File: src/rtl/riosub_pkg.sv
// riosub_pkg: definitions shared by the riosub transmitter and receiver.
// Provides the frame header, the frame length, the receiver state enum and a header byte lookup.
package riosub_pkg;

    localparam logic [31:0] RIOSUB_HDR = 32'h74697277;
    localparam logic [3:0]  FRAME_LEN  = 4'd9;

    typedef enum logic [1:0] {
        HUNT    = 2'd0,
        PAYLOAD = 2'd1,
        COMMIT  = 2'd2
    } rx_state_e;

    // Header byte by wire position; byte 0 is the MSB of RIOSUB_HDR.
    function automatic logic [7:0] hdr_byte(input logic [1:0] i);
        logic [7:0] b;
        unique case (i)
            2'd0: b = RIOSUB_HDR[31:24];
            2'd1: b = RIOSUB_HDR[23:16];
            2'd2: b = RIOSUB_HDR[15:8];
            default: b = RIOSUB_HDR[7:0];
        endcase
        return b;
    endfunction

endpackage

File: src/rtl/riosub_rx_uart.sv
// uart_rx: 8N1 UART receiver, LSB first, sampled at mid-bit.
// Ports: clk, RxD (async line in), RxD_data_ready (1-cycle pulse), RxD_data (received byte).
module uart_rx #(
    parameter int ClkFrequency = 12000000,
    parameter int Baud         = 9600
) (
    input  logic       clk,
    input  logic       RxD,
    output logic       RxD_data_ready,
    output logic [7:0] RxD_data
);

    localparam int CPB  = ClkFrequency / Baud;
    localparam int CW   = $clog2(CPB + 1);
    localparam logic [CW-1:0] FULL = CW'(CPB - 1);
    localparam logic [CW-1:0] HALF = CW'(CPB / 2 - 1);

    typedef enum logic [1:0] {
        S_IDLE  = 2'd0,
        S_START = 2'd1,
        S_DATA  = 2'd2,
        S_STOP  = 2'd3
    } uart_state_e;

    // Power-up values: this receiver has no reset input.
    uart_state_e   st_q   = S_IDLE;
    logic [1:0]    sync_q = 2'b11;
    logic [CW-1:0] cnt_q  = '0;
    logic [2:0]    bit_q  = '0;
    logic [7:0]    sh_q   = '0;
    logic [7:0]    data_q = '0;
    logic          rdy_q  = 1'b0;

    wire line = sync_q[1];

    always_ff @(posedge clk) begin
        sync_q <= {sync_q[0], RxD};
        rdy_q  <= 1'b0;
        unique case (st_q)
            S_IDLE: begin
                if (!line) begin
                    st_q  <= S_START;
                    cnt_q <= HALF;
                end
            end
            S_START: begin
                if (cnt_q != '0) begin
                    cnt_q <= cnt_q - 1'b1;
                end else if (!line) begin
                    st_q  <= S_DATA;
                    cnt_q <= FULL;
                    bit_q <= '0;
                end else begin
                    // Glitch, not a real start bit.
                    st_q <= S_IDLE;
                end
            end
            S_DATA: begin
                if (cnt_q != '0) begin
                    cnt_q <= cnt_q - 1'b1;
                end else begin
                    sh_q  <= {line, sh_q[7:1]};
                    cnt_q <= FULL;
                    bit_q <= bit_q + 1'b1;
                    if (bit_q == 3'd7) st_q <= S_STOP;
                end
            end
            default: begin
                if (cnt_q != '0) begin
                    cnt_q <= cnt_q - 1'b1;
                end else begin
                    // Framing error drops the byte.
                    if (line) begin
                        data_q <= sh_q;
                        rdy_q  <= 1'b1;
                    end
                    st_q <= S_IDLE;
                end
            end
        endcase
    end

    assign RxD_data_ready = rdy_q;
    assign RxD_data       = data_q;

endmodule

File: src/rtl/riosub_rx.sv
// riosub_rx: sub-board receiver; deframes 9-byte riosub frames into a held PWM duty/enable.
// Ports: clk, rst (async high), rx (UART), pwmout2_dty/enable, frame_valid/error pulses, link_ok.
module riosub_rx
    import riosub_pkg::*;
#(
    parameter int ClkFrequency = 12000000,
    parameter int Baud         = 9600,
    parameter int BYTE_TIMEOUT = 120000,
    parameter int WATCHDOG     = 4000000
) (
    input  logic               clk,
    input  logic               rst,
    input  logic               rx,
    output logic signed [31:0] pwmout2_dty,
    output logic               pwmout2_enable,
    output logic               frame_valid,
    output logic               frame_error,
    output logic               link_ok
);

    localparam int GW = $clog2(BYTE_TIMEOUT + 1);
    localparam int WW = $clog2(WATCHDOG + 1);
    localparam logic [GW-1:0] GAP_LAST = GW'(BYTE_TIMEOUT - 1);
    localparam logic [WW-1:0] WD_MAX   = WW'(WATCHDOG);
    localparam logic [3:0]    LAST_IDX = FRAME_LEN - 4'd1;

    logic       rx_rdy;
    logic [7:0] rx_byte;

    uart_rx #(
        .ClkFrequency(ClkFrequency),
        .Baud        (Baud)
    ) u_uart (
        .clk           (clk),
        .RxD           (rx),
        .RxD_data_ready(rx_rdy),
        .RxD_data      (rx_byte)
    );

    rx_state_e     state_q;
    logic [3:0]    idx_q;
    logic [31:0]   shadow_q;
    logic [31:0]   dty_q;
    logic          en_q;
    logic          fv_q;
    logic          fe_q;
    logic [GW-1:0] gap_q;
    logic [WW-1:0] wd_q;

    logic gap_run;
    logic timeout;

    assign gap_run = (idx_q != 4'd0) || (state_q == PAYLOAD);
    // A byte arriving in the timeout cycle takes priority.
    assign timeout = gap_run && !rx_rdy && (gap_q == GAP_LAST);

    always_ff @(posedge clk or posedge rst) begin
        if (rst) begin
            state_q  <= HUNT;
            idx_q    <= 4'd0;
            shadow_q <= '0;
            dty_q    <= '0;
            en_q     <= 1'b0;
            fv_q     <= 1'b0;
            fe_q     <= 1'b0;
            gap_q    <= '0;
            wd_q     <= WD_MAX;
        end else begin
            fv_q <= 1'b0;
            fe_q <= 1'b0;

            if (wd_q != WD_MAX) wd_q <= wd_q + 1'b1;

            if (rx_rdy || !gap_run || timeout) gap_q <= '0;
            else gap_q <= gap_q + 1'b1;

            if (state_q == COMMIT) begin
                // Outputs were already loaded with the last byte.
                state_q <= HUNT;
                idx_q   <= 4'd0;
            end else if (rx_rdy) begin
                if (state_q == HUNT) begin
                    if (rx_byte == hdr_byte(idx_q[1:0])) begin
                        if (idx_q == 4'd3) state_q <= PAYLOAD;
                        idx_q <= idx_q + 4'd1;
                    end else if (rx_byte == hdr_byte(2'd0)) begin
                        idx_q <= 4'd1;
                    end else begin
                        idx_q <= 4'd0;
                    end
                end else if (idx_q == LAST_IDX) begin
                    if (rx_byte[6:0] == 7'd0) begin
                        // Commit on this edge so outputs land one cycle after ready.
                        dty_q   <= shadow_q;
                        en_q    <= rx_byte[7];
                        fv_q    <= 1'b1;
                        wd_q    <= '0;
                        state_q <= COMMIT;
                    end else begin
                        fe_q    <= 1'b1;
                        state_q <= HUNT;
                        idx_q   <= 4'd0;
                    end
                end else begin
                    shadow_q <= {shadow_q[23:0], rx_byte};
                    idx_q    <= idx_q + 4'd1;
                end
            end else if (timeout) begin
                if (state_q == PAYLOAD) fe_q <= 1'b1;
                state_q <= HUNT;
                idx_q   <= 4'd0;
            end
        end
    end

    assign link_ok        = (wd_q != WD_MAX);
    assign pwmout2_dty    = dty_q;
    assign pwmout2_enable = en_q & link_ok;
    assign frame_valid    = fv_q;
    assign frame_error    = fe_q;

endmodule

File: config.mk
export PLATFORM = sky130hd
export DESIGN_NAME = riosub_rx
export DESIGN_NICKNAME = d
export VERILOG_FILES = /design/src/rtl/riosub_pkg.sv /design/src/rtl/riosub_rx_uart.sv /design/src/rtl/riosub_rx.sv
export SDC_FILE = /design/constraint.sdc
export NUM_CORES = 1
export LEC_CHECK = 0
export ABC_AREA = 1
export CELL_PAD_IN_SITES_DETAIL_PLACEMENT = 0
export CELL_PAD_IN_SITES_GLOBAL_PLACEMENT = 1
export CORE_AREA = 2 2 127 129
export DETAILED_ROUTE_END_ITERATION = 16
export DIE_AREA = 0 0 129 131
export GPL_TIMING_DRIVEN = 0
export PLACE_DENSITY_LB_ADDON = 0.3
export SLEW_MARGIN = 10
export SYNTH_ARGS = -nofsm -noshare
export SYNTH_HDL_FRONTEND = slang
export SYNTH_SLANG_ARGS = --single-unit
File: constraint.sdc
create_clock -name clk -period 4.9 [get_ports clk]
set_input_delay 0.735 -clock clk [delete_from_list [all_inputs] [get_ports clk]]
set_output_delay 0.735 -clock clk [all_outputs]
set_load 0.02 [all_outputs]
# Word-level counts from Yosys, hierarchy flattened

Index checks and enable logic that the tools add are counted.

Word-level logic and storage cells: 135
Input port bits: 3
Register bits: 147
Output and inout port bits: 36

Equal/unequal tests: 24
Mux-type cells: 57
$add $sub $neg: 5
Bitwise operators: 6
Reduce and logical (&&, ||, !) cells: 27

Operator list:

| operator                | number |
|---|---|
| $mux W22                | 6 |
| $mux W11                | 5 |
| $pmux W11 S3            | 1 |
| $mux W2                 | 14 |
| $mux W4                 | 7 |
| $mux W8                 | 3 |
| $add A22 B1 Y22 const B | 1 |
| $ne A22 B22 Y1 const B  | 1 |
| $add A17 B1 Y17 const B | 1 |
| $eq A17 B17 Y1 const B  | 1 |
| $mux W17                | 1 |
| $pmux W5 S3             | 1 |
| $mux W1                 | 14 |
| $ne A4 B4 Y1 const B    | 3 |
| $reduce_and A4 Y1       | 3 |
| $reduce_bool A11 Y1     | 1 |
| $sub A11 B1 Y11 const B | 1 |
| $ne A2 B2 Y1 const B    | 5 |
| $reduce_and A5 Y1       | 2 |
| $mux W3                 | 3 |
| $eq A8 B7 Y1 const B    | 1 |
| $eq A8 B8 Y1            | 1 |
| $reduce_bool A4 Y1      | 2 |
| $logic_not A7 Y1        | 1 |
| other kinds (24)        | 40 |

# Depth between registers and ports, before layout

Gate-level depths: netlist of the first run.

Depth in word-level cells: 10
Gate-level depth with buffers: 12
Depth with buffers taken out: 12

# By module

From an unflattened synthesis of the first run, not the netlist that was laid out.

Cell total of the unflattened synthesis: 791
Area, all modules: 7006.7 sq um

Modules (own cells, without submodules):

| module    | cells each | instances | seq. area each (sq um) | area an instance (sq um) |
|---|---|---|---|---|
| riosub_rx | 652        | 1         | 2811.4                 | 5452.7 |
| uart_rx   | 139        | 1         | 1021.0                 | 1554.0 |

# Worst setup path after synthesis of the first run

Ideal clock, no wire load.

Kind: flip-flop to output port
From: register wd_q[18]
To: output port pwmout2_enable
Stages on the path, launching flop included: 8
Setup slack: 2.976 ns
Required time: 4.165 ns
Path buffers: 0
Arrival time: 1.189 ns
Cell sequence: dfstp_2 > nand2_1 > inv_1 > nand3_1 > nor3_1 > nand3_1 > nand2_1 > inv_1

Longest elaborated chain between the ends: 2

Ends and longest elaborated chain:

| item                   | RTL line         | text |
|---|---|---|
| start, declared        | riosub_rx.sv:48  | `logic [WW-1:0] wd_q;` |
| start signal, assigned | riosub_rx.sv:72  | `if (wd_q != WD_MAX) wd_q <= wd_q + 1'b1;` |
| $ne A22 B22 Y1         | riosub_rx.sv:116 | `assign link_ok = (wd_q != WD_MAX);` |
| $and A1 B1 Y1          | riosub_rx.sv:118 | `assign pwmout2_enable = en_q & link_ok;` |
| end, declared          | riosub_rx.sv:15  | `output logic pwmout2_enable,` |

No other way between the ends.

# Worst setup path in the final report of the first run

Same ends and word-level chain as after synthesis.

==> results of run 1 <==
## metrics by stage
stage | worst slack [ps] | power (µW) | hold WS (ps)
finish | 1890 | 2810 | 327
global route | 1710 | 2940 | 343
CTS | 1880 | 2850 | 331
detailed placement | 2330 | 1610 | 317
global placement | -395 | 1590 | 316
floorplan | 1220 | 1550 | 310
## flip-flops by register name, summed over array words and instances, names as in the netlist, 3 cells and up
| signal | count |
|---|---|
| pwmout2_dty | 32 |
| shadow_q | 32 |
| wd_q | 22 |
| gap_q | 17 |
| u_uart.cnt_q | 11 |
| u_uart.RxD_data | 8 |
| u_uart.sh_q | 8 |
| idx_q | 4 |
| u_uart.bit_q | 3 |
## critical path: cells and delay by family, from the launching register on
family,cells,cell delay (ps)
AND/OR/NAND/NOR,5,640
flip-flops,1,550
buffers and inverters,3,660
## report_power, final
| group | internal (µW) | switching [µW] |
|---|---|---|
| combinational | 85.8 | 140 |
| clock | 727 | 501 |
| sequential | 1310 | 46.6 |
## cells by family (layout without fill, tap and decap cells)
kind of cell	after synthesis	after routing	synth area share [%]
AND/OR/NAND/NOR	356	356	22.7
buffers and inverters	126	197	7.99
XOR/XNOR	21	21	2.62
adder cells (fa/ha/maj)	16	16	2.86
AO/OA/AOI/OAI	104	104	9.15
flip-flops	147	147	54.7
## final cells by class
cell class / instances / share of cell area, %
plain buffers: 18 / 1.88
clock buffers: 21 / 5.57
clock inverters: 11 / 1.27
inverters: 108 / 4.97
multi-input cells: 497 / 31.7
flip-flops and latches: 147 / 46.4
well taps: 216 / 3.27
repair buffers: 39 / 4.94
## layer usage
layer	up-vias	part of all wire [%]	global-route usage, %
li1	2583	-	-
met1	2434	48	23.5
met2	66	48	29.7
met3	13	2.5	3.99
met4	0	1.3	6.46
met5	-	0	0
## worst max path at each step
stage	from	end	slack (ps)	cells after the start
floorplan	rst	en_q	1220	1
global placement	rst	gap_q[5]	-400	2
detailed placement	wd_q[18]	pwmout2_enable	2330	8
CTS	wd_q[18]	pwmout2_enable	1880	8
global route	wd_q[18]	pwmout2_enable	1710	8
finish	wd_q[18]	pwmout2_enable	1890	8
## Yosys cell counts, drive strengths merged
master and count:
nand2 200, o22ai 2, and3 2, xnor2 7
xor2 14, o31ai 2, nor2 88, nand3 38
o21bai 1, ha 16, a211oi 2, nor3 8
dfstp 7, o21a 2, o211ai 1, nor3b 4
nor4 2, dfxtp 3, buf 14, o21ai 78
edfxtp 32, nand3b 1, dfrtp 105, clkbuf 4
a21oi 16, inv 108, nand4 13
==> reports/metrics.yaml, run 1 <==
run_status:
  status: "finished clean"
timing:
  slew_headroom_pct: 57.7
  tns_ps: 0
  fin_crit_ps: 3010
  maxSlewViolCount: 0
  timing.final.crit_share_pct: 61.5
  rsz0062_at_grt: "no"
  hold_viol: 0
  setup_viol: 0
  worst_slew_pin_slew_ps: 633
  fmaxAchievable_ghz: 0.332
  finClkSkew_ps: 9.32
final_layout:
  layout_commonest_cell: "nand2_1"
  fin_area_um2: 8260
  fill_cells: 1411
  multi_input_area_um2: 2620
  nets: 847
  final-seq-area_um2: 3830
  syn_to_final_growth_pct: 17.8
  diodes: 0
  instances_no_fill: 1057
  final_cell_mix: "192 x nand2_1, 105 x dfrtp_1, 94 x inv_1, 78 x nor2_1, 51 x o21ai_0"
  final_layout_size_suffix_gt1_share_pct: 14.5
  final_util_pct: 53.0
floorplanning:
  die-height_um: 131
  start_util_pct: 45.0
  core_area_um2: 15600
  boundaryPins: 39
  die_x_um: 129
  dieArea_um2: 16900
  rows: 46
hold_path:
  worstHoldStart: "u_uart.sync_q[0]"
  hold_path_depth: 0
  min_to: "u_uart.sync_q[1]"
  hp-class: "reg -> reg"
clock_network:
  cts_sinks: 147
  post-cts-setup-buffers: 0
  cts_tree: "yes"
  cts-root-buf: "clkbuf_16"
  cts_hold_buffers: 0
  htreeDepth: 4
  clkLatencyLatePin_ps: 420
  cts_buffer_depth: 2
  cts_buffers: 17
  cts_resized: 0
  clk_pin_slew_ps: 60
logic_synthesis:
  ys_seq_area_share_pct: 54.7
  syn_inst: 770
  netlist.area_leader.share_pct: 37.5
  synth.area.top_cells: "dfrtp_1 37%, edfxtp_1 14%, nand2_1 10%"
  synth_cell_types: 41
  ys_seq_elements: 147
  syn_nets: 789
  synth_top_area_cell: "dfrtp_1"
  synthesis.area_um2: 7010
  avgSynthCellArea_um2: 9.11
  ys_warn_count: 0
pwr:
  peakVddDrop_v: 0.000246
  p_leak_uw: 0.00371
  p_per_area_nw_per_um2: 340
placement:
  placed_area_um2: 7690
  routabilityCongestion: 0.830
  place_inst: 1025
  dp_hpwl_um: 9920
  io_buffers: 38
critical_path:
  reg2reg_to: "u_uart.cnt_q[8]"
  crit_chain: "nand2_1 > inv_1 > nand3_1 > nor3_1 > nand3_1 > nand2_1 > inv_1 > clkdlybuf4s50_1"
  cp-end-kind: "output pin"
  path_class: "reg -> out"
  slowest_delay_ps: 550
  required_ps: 4160
  r2r_start: "u_uart.st_q[1]"
  slowest_stage: "dfstp_2"
  start_kind: "flip-flop"
  worst_ep_arrival_time_ps: 2280
  reg2reg_depth: 7
  r2r_setup_slack_ps: 2950
  path_max_fanout: 4
detailed_routing:
  drc: 0
  vias: 5096
  drt-pass1-iter-count: 4
  wl_per_cell_um: 13.0
  drt-initial-drc-count: 278
  routed_wl_um: 13700
  viasPerCell: 4.82
  ant_nets: 0
grt:
  grt_pass1_vias: 4983
  grt_max_degree: 65
  antenna_found_initial: 0
  grt_usage_pct: 18.0
  gr-total-overflow: 0
  grt_pass1_wl_um: 23800
flow_run:
  max-cap-violations: 0
Note: power is estimated with default switching activity, not from simulation.
==> run 2, diff against run 1 <==
==> constraint.sdc (replaced) <==
create_clock -name clk -period 2.9 [get_ports clk]
set_input_delay 0.435 -clock clk [delete_from_list [all_inputs] [get_ports clk]]
set_output_delay 0.435 -clock clk [all_outputs]
set_load 0.02 [all_outputs]
==> run 2 against run 1 <==
  * Utilization grew 0.056 points
  * Setup slack lost 1600 ps
  * Non-clock buffer count increased by 3
  * Combinational power grew 70%
  * Clock power is 63% higher
  * Final area rose by 0.11%
  * Clock skew is 1.6 ps lower
  * Hold slack got worse by 7.9 ps
  * Global-route usage is 0.43 points higher
  * Die area unchanged
  * Clock-buffer cell count did not move
==> reports/metrics.yaml, run 2 (synthesis results as in run 1) <==
critical_path:
  path_class: "reg -> out"
  worst_ep_arrival_time_ps: 2230
  path_max_fanout: 3
  required_ps: 2470
  start_kind: "flip-flop"
  cp-end-kind: "output pin"
placement:
  io_buffers: 38
  dp_hpwl_um: 10200
  placed_area_um2: 7730
  pre_cts_ws_ps: 550
  routabilityCongestion: 0.863
detailed_routing:
  drt-initial-drc-count: 293
  drc: 0
  routed_wl_um: 14200
  viasPerCell: 4.81
  vias: 5096
  wl_per_cell_um: 13.4
  ant_nets: 0
  drt-pass1-iter-count: 4
grt:
  grt_max_degree: 38
  grt_pass1_vias: 4993
  antenna_found_initial: 0
  grt_usage_pct: 18.4
  gr-total-overflow: 0
  grt_pass1_wl_um: 24100
floorplanning:
  die_x_um: 129
  dieArea_um2: 16900
  start_util_pct: 45.0
  die-height_um: 131
  core_area_um2: 15600
  boundaryPins: 39
  rows: 46
timing:
  hold_viol: 0
  fin_crit_ps: 2660
  timing.final.crit_share_pct: 91.9
  finClkSkew_ps: 7.67
  fmaxAchievable_ghz: 0.375
  tns_ps: 0
  setup_viol: 0
  worst_slew_pin_slew_ps: 670
  rsz0062_at_grt: "no"
  maxSlewViolCount: 0
  layout_setup_ws_ps: 236
  slew_headroom_pct: 55.2
pwr:
  p_int_uw: 3500
  peakVddDrop_v: 0.000430
  switchingPower_uw: 1170
  sw_frac_of_total_pct: 25.1
  combPwrFrac_pct: 8.2
  total_power_uw: 4680
  p_per_area_nw_per_um2: 566
  seq_power_share_pct: 49.0
  p_leak_uw: 0.00371
  clkPwrFrac_pct: 42.8
run_status:
  status: "finished clean"
clock_network:
  cts_tree: "yes"
  cts_resized: 0
  htreeDepth: 4
  cts_buffers: 17
  cts_hold_buffers: 0
  clkLatencyLatePin_ps: 420
  cts_sinks: 147
  cts-root-buf: "clkbuf_16"
  clk_pin_slew_ps: 60
  cts_buffer_depth: 2
final_layout:
  final_layout_size_suffix_gt1_share_pct: 14.7
  final_cell_mix: "192 x nand2_1, 105 x dfrtp_1, 94 x inv_1, 78 x nor2_1, 51 x o21ai_0"
  nets: 850
  final-seq-area_um2: 3830
  layout_commonest_cell: "nand2_1"
  syn_to_final_growth_pct: 17.9
  multi_input_area_um2: 2620
  fin_area_um2: 8270
  final_util_pct: 53.0
  diodes: 0
  fill_cells: 1430
flow_run:
  max-cap-violations: 0
hold_path:
  hp-class: "in -> async"
-- run 2: power by group through the flow --
stage | Combinational, µW | Sequential [µW] | Clock [µW]
2_1_floorplan | 308 | 2310 | 0
3_3_place_gp | 367 | 2320 | 0
3_5_place_dp | 389 | 2330 | 0
4_1_cts | 392 | 2290 | 2060
5_1_grt | 450 | 2300 | 2160
6_report | 384 | 2290 | 2000
-- run 2: cell type report --
cell class | instances | area share [%]
Buffer | 18 | 1.88
Clock buffer | 21 | 5.57
Clock inverter | 10 | 0.908
Inverter | 108 | 4.95
Multi-Input combinational cell | 497 | 31.7
Sequential cell | 147 | 46.3
Tap cell | 216 | 3.27
Timing Repair Buffer | 42 | 5.42
-- run 2: worst max-delay path: stages, from the launching register on --
cell             delay [ps]
dfstp_2                 560
nand2_1                  60
inv_1                   110
nand3_1                  90
nor3_1                  190
nand3_1                 140
nand2_1                 100
inv_1                    40
clkdlybuf4s50_1         520
-- run 2: worst paths after layout --
path | cells past startpoint | slack, ps | from | end
min in group clk | 0 | 330 | u_uart.sync_q[0] | u_uart.sync_q[1]
max in group asynchronous | 5 | 1630 | rst | shadow_q[13]
min reg2reg | 0 | 330 | u_uart.sync_q[0] | u_uart.sync_q[1]
max | 8 | 240 | wd_q[18] | pwmout2_enable
max reg2reg | 7 | 920 | u_uart.st_q[1] | u_uart.cnt_q[7]
min | 2 | 320 | rst | wd_q[2]
-- run 2: metal layers --
layer	GRT usage, %	wire length, µm	vias up
met5	0	0	-
met4	6.01	204	0
met3	4.97	366	13
met2	29.1	6820	73
met1	24.8	6790	2423
li1	-	-	2587
-- run 2: timing repair --
action	CTS	global route
endpoints found under the hold margin	0	0
setup buffers	0	1
endpoints found under the setup margin	0	1
-- run 2: through the flow --
stage,instances,hold slack (ps)
6_report,1059,319
5_1_grt,1059,342
4_1_cts,1058,309
3_5_place_dp,1027,315
3_3_place_gp,1024,315
2_1_floorplan,770,310
==> run 3, diff against run 2 <==
--- a/config.mk
+++ b/config.mk
@@ -9,6 +9,7 @@
 export CELL_PAD_IN_SITES_DETAIL_PLACEMENT = 0
 export CELL_PAD_IN_SITES_GLOBAL_PLACEMENT = 1
 export CORE_AREA = 2 2 127 129
+export CTS_CLUSTER_SIZE = 16
 export DETAILED_ROUTE_END_ITERATION = 16
 export DIE_AREA = 0 0 129 131
 export GPL_TIMING_DRIVEN = 0
==> results of run 3 <==
No change in the layout: final DEF, timing and power equal those of run 2.
